File: src/rtl/daq_pkg.sv
// daq_pkg: shared definitions for the daq arbiter.
//   state_t      : arbiter FSM encoding (IDLE = 0, BUSY = 1, GAP = 2)
//   SRC_MSB/LSB  : position of the source index inside the timestamp header
//   make_header  : builds {src, systime[27:0]} header word
package daq_pkg;

  typedef enum logic [1:0] {
    IDLE = 2'd0,
    BUSY = 2'd1,
    GAP  = 2'd2
  } state_t;

  localparam int SRC_MSB = 31;
  localparam int SRC_LSB = 28;

  function automatic logic [31:0] make_header(input logic [3:0] src, input logic [31:0] t);
    logic [31:0] h;
    h = '0;
    h[SRC_MSB:SRC_LSB]   = src;
    h[SRC_LSB-1:0]       = t[SRC_LSB-1:0];
    return h;
  endfunction

endpackage

File: src/rtl/daq_arbiter_rr_pick.sv
// rr_pick: combinational round-robin priority search.
//   req   [N-1:0] : request vector
//   ptr   [W-1:0] : index searched first; search wraps modulo N
//   idx   [W-1:0] : first requesting index at or after ptr
//   found         : at least one request is pending
module rr_pick #(
  parameter int N = 5,
  parameter int W = $clog2(N)
) (
  input  logic [N-1:0] req,
  input  logic [W-1:0] ptr,
  output logic [W-1:0] idx,
  output logic         found
);

  int         c_int;
  logic [W-1:0] c;

  always_comb begin
    idx   = '0;
    found = 1'b0;
    c_int = 0;
    c     = '0;
    for (int i = 0; i < N; i++) begin
      c_int = int'(ptr) + i;
      if (c_int >= N) c_int = c_int - N;
      c = W'(c_int);
      if (!found && req[c]) begin
        idx   = c;
        found = 1'b1;
      end
    end
  end

endmodule

File: src/rtl/daq_arbiter.sv
// daq_arbiter: round-robin scheduler sharing the packetiser input among NDAQ
// acquisition sources. Grants are bounded by a word budget and an idle timeout,
// and only issued when the downstream buffer can absorb a worst-case burst.
//
// Ports:
//   clk, rst_n            : clock, async active-low reset
//   systime[31:0]         : free-running time (used for the optional header)
//   daq_data_in[32*NDAQ]  : flattened source words, source i at [32i+31:32i]
//   daq_valid/end/req     : per-source strobes and level request
//   daq_grant[NDAQ]       : registered one-hot grant
//   fifo_space            : free words downstream
//   out_data/valid/end    : registered muxed output stream
//   out_src               : index of the granted source
//   err_timeout/err_burst : sticky error flags
//
// Build option: define DAQ_ARB_TSTAMP_EN to prepend a {src, systime[27:0]}
// header to every grant. Words then flow through a 1-word skid register.
//
// state | meaning
// IDLE  | arbitrate when space allows; grant the round-robin winner
// BUSY  | forward the granted source until end, budget or timeout
// GAP   | one cycle with grant low; late words flag err_burst
module daq_arbiter
  import daq_pkg::*;
#(
  parameter int NDAQ       = 5,
  parameter int MAX_BURST  = 64,
  parameter int TIMEOUT    = 1024,
  parameter int SPACE_BITS = 9
) (
  input  logic                    clk,
  input  logic                    rst_n,
  input  logic [31:0]             systime,
  input  logic [32*NDAQ-1:0]      daq_data_in,
  input  logic [NDAQ-1:0]         daq_valid,
  input  logic [NDAQ-1:0]         daq_end,
  input  logic [NDAQ-1:0]         daq_req,
  output logic [NDAQ-1:0]         daq_grant,
  input  logic [SPACE_BITS-1:0]   fifo_space,
  output logic [31:0]             out_data,
  output logic                    out_valid,
  output logic                    out_end,
  output logic [$clog2(NDAQ)-1:0] out_src,
  output logic                    err_timeout,
  output logic                    err_burst
);

  localparam int SRC_W  = $clog2(NDAQ);
  localparam int BCNT_W = $clog2(MAX_BURST + 1);
  localparam int ICNT_W = $clog2(TIMEOUT);
`ifdef DAQ_ARB_TSTAMP_EN
  localparam int HDR_WORDS = 1;
`else
  localparam int HDR_WORDS = 0;
`endif

  state_t              state, state_nxt;
  logic [SRC_W-1:0]    ptr, ptr_nxt;
  logic [NDAQ-1:0]     grant_nxt;
  logic [SRC_W-1:0]    src_nxt;
  logic [BCNT_W-1:0]   bcnt, bcnt_nxt;
  logic [ICNT_W-1:0]   icnt, icnt_nxt;
  logic                err_t_nxt, err_b_nxt;
  logic                grant_fire;
  logic                budget_hit, timeout_hit;
  logic                stg_valid, stg_end;
  logic [31:0]         stg_data;

  logic [SRC_W-1:0]    pick_idx;
  logic                pick_found;
  logic                space_ok;
  logic                src_valid, src_end;
  logic [31:0]         src_data [NDAQ];

  always_comb begin
    for (int i = 0; i < NDAQ; i++) src_data[i] = daq_data_in[32*i +: 32];
  end

  assign src_valid = daq_valid[out_src];
  assign src_end   = daq_end[out_src];
  assign space_ok  = int'(fifo_space) >= MAX_BURST + HDR_WORDS;

  rr_pick #(.N(NDAQ), .W(SRC_W)) u_pick (
    .req   (daq_req),
    .ptr   (ptr),
    .idx   (pick_idx),
    .found (pick_found)
  );

  always_ff @(posedge clk or negedge rst_n) begin
    if (!rst_n) state <= IDLE;
    else        state <= state_nxt;
  end

  always_comb begin
    state_nxt   = state;
    ptr_nxt     = ptr;
    grant_nxt   = daq_grant;
    src_nxt     = out_src;
    bcnt_nxt    = bcnt;
    icnt_nxt    = icnt;
    err_t_nxt   = err_timeout;
    err_b_nxt   = err_burst;
    grant_fire  = 1'b0;
    budget_hit  = 1'b0;
    timeout_hit = 1'b0;
    stg_valid   = 1'b0;
    stg_end     = 1'b0;
    stg_data    = '0;

    case (state)
      IDLE: begin
        if (space_ok && pick_found) begin
          grant_fire          = 1'b1;
          grant_nxt           = '0;
          grant_nxt[pick_idx] = 1'b1;
          src_nxt             = pick_idx;
          ptr_nxt             = (pick_idx == SRC_W'(NDAQ - 1)) ? '0 : pick_idx + 1'b1;
          bcnt_nxt            = '0;
          icnt_nxt            = '0;
          state_nxt           = BUSY;
        end
      end

      BUSY: begin
        if (src_valid) begin
          stg_valid = 1'b1;
          stg_data  = src_data[out_src];
          if (bcnt != BCNT_W'(MAX_BURST)) bcnt_nxt = bcnt + 1'b1;
          budget_hit = (bcnt == BCNT_W'(MAX_BURST - 1));
        end
        // Activity clears the idle counter, so end always beats timeout.
        if (src_valid || src_end)               icnt_nxt    = '0;
        else if (icnt == ICNT_W'(TIMEOUT - 1))  timeout_hit = 1'b1;
        else                                    icnt_nxt    = icnt + 1'b1;

        if (src_end || budget_hit || timeout_hit) begin
          stg_end   = 1'b1;
          grant_nxt = '0;
          state_nxt = GAP;
        end
        if (timeout_hit) err_t_nxt = 1'b1;
      end

      GAP: begin
        // The counter still holds MAX_BURST only if the budget ran out.
        if (src_valid && bcnt == BCNT_W'(MAX_BURST)) err_b_nxt = 1'b1;
        state_nxt = IDLE;
      end

      default: state_nxt = IDLE;
    endcase
  end

  always_ff @(posedge clk or negedge rst_n) begin
    if (!rst_n) begin
      ptr         <= '0;
      daq_grant   <= '0;
      out_src     <= '0;
      bcnt        <= '0;
      icnt        <= '0;
      err_timeout <= 1'b0;
      err_burst   <= 1'b0;
    end else begin
      ptr         <= ptr_nxt;
      daq_grant   <= grant_nxt;
      out_src     <= src_nxt;
      bcnt        <= bcnt_nxt;
      icnt        <= icnt_nxt;
      err_timeout <= err_t_nxt;
      err_burst   <= err_b_nxt;
    end
  end

`ifdef DAQ_ARB_TSTAMP_EN
  logic        hdr_pend;
  logic [31:0] hdr_q;
  logic        skid_valid, skid_end;
  logic [31:0] skid_data;
  logic        unused_systime;

  assign unused_systime = ^systime[31:SRC_LSB];

  // Header goes out in the first BUSY cycle; every source word is delayed
  // one cycle by the skid so it never collides with the header.
  always_ff @(posedge clk or negedge rst_n) begin
    if (!rst_n) begin
      hdr_pend   <= 1'b0;
      hdr_q      <= '0;
      skid_valid <= 1'b0;
      skid_end   <= 1'b0;
      skid_data  <= '0;
      out_valid  <= 1'b0;
      out_end    <= 1'b0;
      out_data   <= '0;
    end else begin
      hdr_pend   <= grant_fire;
      if (grant_fire) hdr_q <= make_header(4'(pick_idx), systime);
      skid_valid <= stg_valid;
      skid_end   <= stg_end;
      skid_data  <= stg_data;
      if (hdr_pend) begin
        out_valid <= 1'b1;
        out_end   <= 1'b0;
        out_data  <= hdr_q;
      end else begin
        out_valid <= skid_valid;
        out_end   <= skid_end;
        out_data  <= skid_data;
      end
    end
  end
`else
  logic unused_systime;
  logic unused_fire;

  assign unused_systime = ^systime;
  assign unused_fire    = grant_fire;

  always_ff @(posedge clk or negedge rst_n) begin
    if (!rst_n) begin
      out_valid <= 1'b0;
      out_end   <= 1'b0;
      out_data  <= '0;
    end else begin
      out_valid <= stg_valid;
      out_end   <= stg_end;
      out_data  <= stg_data;
    end
  end
`endif

endmodule

File: config.mk
export PLATFORM = sky130hd
export DESIGN_NAME = daq_arbiter
export DESIGN_NICKNAME = d
export VERILOG_FILES = /design/src/rtl/daq_pkg.sv /design/src/rtl/daq_arbiter_rr_pick.sv /design/src/rtl/daq_arbiter.sv
export SDC_FILE = /design/constraint.sdc
export NUM_CORES = 1
export LEC_CHECK = 0
export CORE_ASPECT_RATIO = 1.2
export CORE_MARGIN = 4
export CORE_UTILIZATION = 40
export CTS_BUF_LIST = sky130_fd_sc_hd__clkbuf_8
export DETAILED_ROUTE_END_ITERATION = 7
export PLACE_DENSITY = 0.87
export REMOVE_ABC_BUFFERS = 1
export SETUP_SLACK_MARGIN = 0.15
export SLEW_MARGIN = 5
export SYNTH_ARGS = -nofsm -noshare
export SYNTH_HDL_FRONTEND = slang
export SYNTH_SLANG_ARGS = --single-unit
File: constraint.sdc
create_clock -name clk -period 5.1 [get_ports clk]
set_clock_uncertainty 0.05 [all_clocks]
set_input_delay 0.51 -clock clk [delete_from_list [all_inputs] [get_ports clk]]
set_output_delay 0.51 -clock clk [all_outputs]
set_load 0.05 [all_outputs]
==> flow_summary.json <==
{
  "status": "complete, no violations",
  "synthFlopType": "dfrtp_1",
  "start_kind": "flop",
  "leakagePower_nw": 3.032,
  "hold_class": "in -> async",
  "n_fill_cell": 920,
  "area_growth_pct": 54.41,
  "path_delay_family": "compound AO/OA/AOI/OAI gates",
  "grt_pass1_wl_um": 26960,
  "max_slew_margin": 0.4384,
  "grt_setup_unrepaired": "no",
  "pre_cts_ws_ns": 0.9271,
  "crit_slowest_cell": "dfrtp_1",
  "ir_drop_uv": 245.4,
  "arrival_ns": 4.55,
  "async_flop_share": 1.000,
  "grt.busiest_layer": "met2",
  "crit_chain": "inv_1, ha_1, a221oi_2, o221ai_1, a211oi_1, o21a_1, nor3b_1, nand4bb_1, a21oi_1, o21ai_0, a21oi_1",
  "synth-seq-cells": 66,
  "cts_buffer_depth": 2,
  "grt_pass1_vias": 5132,
  "antenna_found_initial": 0,
  "gr-usage-met2": 0.4564,
  "fin_crit_ns": 4.334,
  "layout.area.seq_um2": 1653,
  "drc": 0,
  "post_drt_wl_per_cell_um": 20.83,
  "hpwl_um": 14160,
  "synth_top_cell_by_area": "dfrtp_1",
  "fmax_ghz": 0.2308,
  "tns_ns": 0,
  "antenna_left": 0,
  "fin_nets": 915,
  "hold_viol_final": 0,
  "ys_types": 67,
  "fp.dieH_um": 127.6,
  "synth_edf_count": 0,
  "cts.clk_slew.worst_paths_ns": 0.08,
  "overflow": 0,
  "met3_usage": 0.06165,
  "worst_pin_slew_ns": 0.8424,
  "cpPeakStageDelay_ns": 0.69,
  "setup_viol": 0,
  "drive_gt1_frac": 0.1188,
  "clk_latency_ns": 0.34,
  "yosys_warnings": 0,
  "syn_avg_cell_area_um2": 9.968,
  "grt_max_degree": 67,
  "dieArea_um2": 13730,
  "synthCells": 478,
  "numCtsBuffers": 9,
  "htreeDepth": 3,
  "drv_slew": 0,
  "rows": 43,
  "fin_cells": 847,
  "crit_top_cell": "a21oi_1",
  "cp.buffers_inverters": 1,
  "cap_violations": 0,
  "initial_core_util": 0.4100,
  "coreArea_um2": 11620,
  "final_core_util": 0.6331,
  "ioPinCount": 262,
  "ctsResizeCount": 0,
  "viasPerCell": 5.850,
  "drt_iter0_drc": 352,
  "worstPathMaxFanout": 13,
  "netlist.area_leader.share": 0.3466,
  "multi_input_comb_area_um2": 2922,
  "drt_first_pass_iters": 5,
  "wirelength_um": 17640,
  "num_antenna_cells": 0,
  "cts_tree": "built",
  "required_ns": 5.32,
  "portBuffers": 223,
  "end_kind": "flop",
  "grtUsageTotal": 0.2516,
  "critical_path_class": "reg -> reg",
  "ys_seq_area_frac": 0.3466,
  "finalCritPeriodShare": 0.8497,
  "numClockSinks": 66,
  "vias": 4955,
  "gp_congestion": 0.9436,
  "setup_slack_ns": 0.7664,
  "synth_area_um2": 4765,
  "postCtsSetupBuffers": 0,
  "yosys-top-cells-area": "dfrtp_1 35%, mux4_2 17%, a22oi_1 5.2%",
  "die_w_um": 107.6,
  "place_inst": 831,
  "met1_usage": 0.2885,
  "ctsHoldBuffers": 0,
  "clock-root-buffer": "clkbuf_8",
  "p_per_area_nw_per_um2": 589.4
}
==> kinds of logic (layout without fill, tap and decap cells) <==
logic type	Yosys count	in the layout	share of synthesized area
XOR/XNOR	4	4	0.007352
flip-flops	66	66	0.3466
buffers and inverters	50	262	0.04123
AND/OR/NAND/NOR	163	163	0.1807
adder cells (fa/ha/maj)	12	12	0.03309
AO/OA/AOI/OAI	133	133	0.1922
multiplexers	50	50	0.1988
==> flip-flops by register name, summed over array words and instances, names as in the netlist <==
name and count:
out_data 32, icnt 10, bcnt 7, daq_grant 5, out_src 3, ptr 3
state 2, err_burst 1, err_timeout 1, out_end 1, out_valid 1
==> layer usage <==
metal | wire length [um] | up-vias | share of wire
met2 | 9305 | 296 | 0.53
met5 | 0 | - | 0
li1 | - | 2233 | -
met3 | 1540 | 46 | 0.087
met4 | 563 | 0 | 0.032
met1 | 6231 | 2380 | 0.35
==> synthesized netlist by cell type (3+ instances only) <==
library cell	number
nand2_1	28
nor2b_1	6
nor3b_1	3
buf_2	7
clkbuf_1	23
o22a_1	3
a31oi_1	3
a31o_2	4
nand4_1	3
nand2b_1	9
buf_1	5
and4_1	4
ha_1	11
o221ai_1	3
mux2_2	3
mux4_2	35
a21oi_1	15
nor3_1	9
a21o_1	4
o21ai_1	9
nor2_1	51
and2_1	4
o211ai_1	3
xnor2_1	4
dfrtp_1	66
o21ai_0	30
or3_1	6
inv_1	13
a22oi_1	33
o31ai_1	4
mux2i_1	11
nand3_1	14
and3_1	10
==> report_power, final <==
part	internal [mW]	switching, mW
clock	0.324	0.207
sequential	0.671	0.155
combinational	1.23	1.75
total	2.22	2.11
==> final timing paths <==
check,startpoint,to,cells after the start,slack [ns]
setup / recovery,ptr[1]$_DFFE_PN0P_,bcnt[2]$_DFFE_PN0P_,11,0.77
hold / removal,rst_n,out_data[12]$_DFF_PN0_,2,0.31
setup reg to reg,ptr[1]$_DFFE_PN0P_,bcnt[2]$_DFFE_PN0P_,11,0.77
hold reg to reg,err_timeout$_DFFE_PN0P_,err_timeout$_DFFE_PN0P_,1,0.42
max in group asynchronous,rst_n,out_src[0]$_DFFE_PN0P_,2,4.12
min in group clk,err_timeout$_DFFE_PN0P_,err_timeout$_DFFE_PN0P_,1,0.42
==> placed cells by master (no fill, tap or decap), types with 3 or more instances in the layout <==
master | Yosys | final
nor2b_1 | 6 | 6
o22a_1 | 3 | 3
a31oi_1 | 3 | 3
nand3_1 | 14 | 14
inv_1 | 13 | 14
a21oi_1 | 15 | 15
mux2i_1 | 11 | 11
xnor2_1 | 4 | 4
clkbuf_8 | 0 | 9
nand2b_1 | 9 | 9
nand2_1 | 28 | 28
a21o_1 | 4 | 4
o21ai_1 | 9 | 9
and4_1 | 4 | 4
and3_1 | 10 | 10
and2_1 | 4 | 4
o221ai_1 | 3 | 3
o21ai_0 | 30 | 30
nand4_1 | 3 | 3
mux4_2 | 35 | 35
a31o_2 | 4 | 4
o31ai_1 | 4 | 4
mux2_2 | 3 | 3
clkdlybuf4s50_1 | 0 | 222
buf_4 | 0 | 8
or3_1 | 6 | 6
nor3_1 | 9 | 8
nor3b_1 | 3 | 3
ha_1 | 11 | 11
o211ai_1 | 3 | 3
nor2_1 | 51 | 51
bufinv_16 | 0 | 3
a22oi_1 | 33 | 33
dfrtp_1 | 66 | 65
==> per-stage QoR <==
stage	power (mW)	instance area [um2]	hold slack [ns]
floorplan	2.903	4624	0.1644
global placement	3.676	7114	0.4056
detailed placement	3.778	7114	0.4076
CTS	4.318	7357	0.3202
global route	4.595	7357	0.3695
finish	4.336	7357	0.3060
==> worst register-to-register path, cell delays in order (launching register included) <==
cell	delay [ns]
dfrtp_1	0.69
inv_1	0.28
ha_1	0.35
a221oi_2	0.48
o221ai_1	0.25
a211oi_1	0.38
o21a_1	0.23
nor3b_1	0.30
nand4bb_1	0.25
a21oi_1	0.64
o21ai_0	0.19
a21oi_1	0.18
==> cell type report <==
cell class,instances,share of cell area
Tap cell,157,0.02670
Timing Repair Buffer,231,0.3109
Inverter,15,0.007653
Sequential cell,66,0.2247
Clock inverter,7,0.01616
Multi-Input combinational cell,362,0.3971
Clock buffer,9,0.01684
Note: power is estimated with default switching activity, not from simulation.
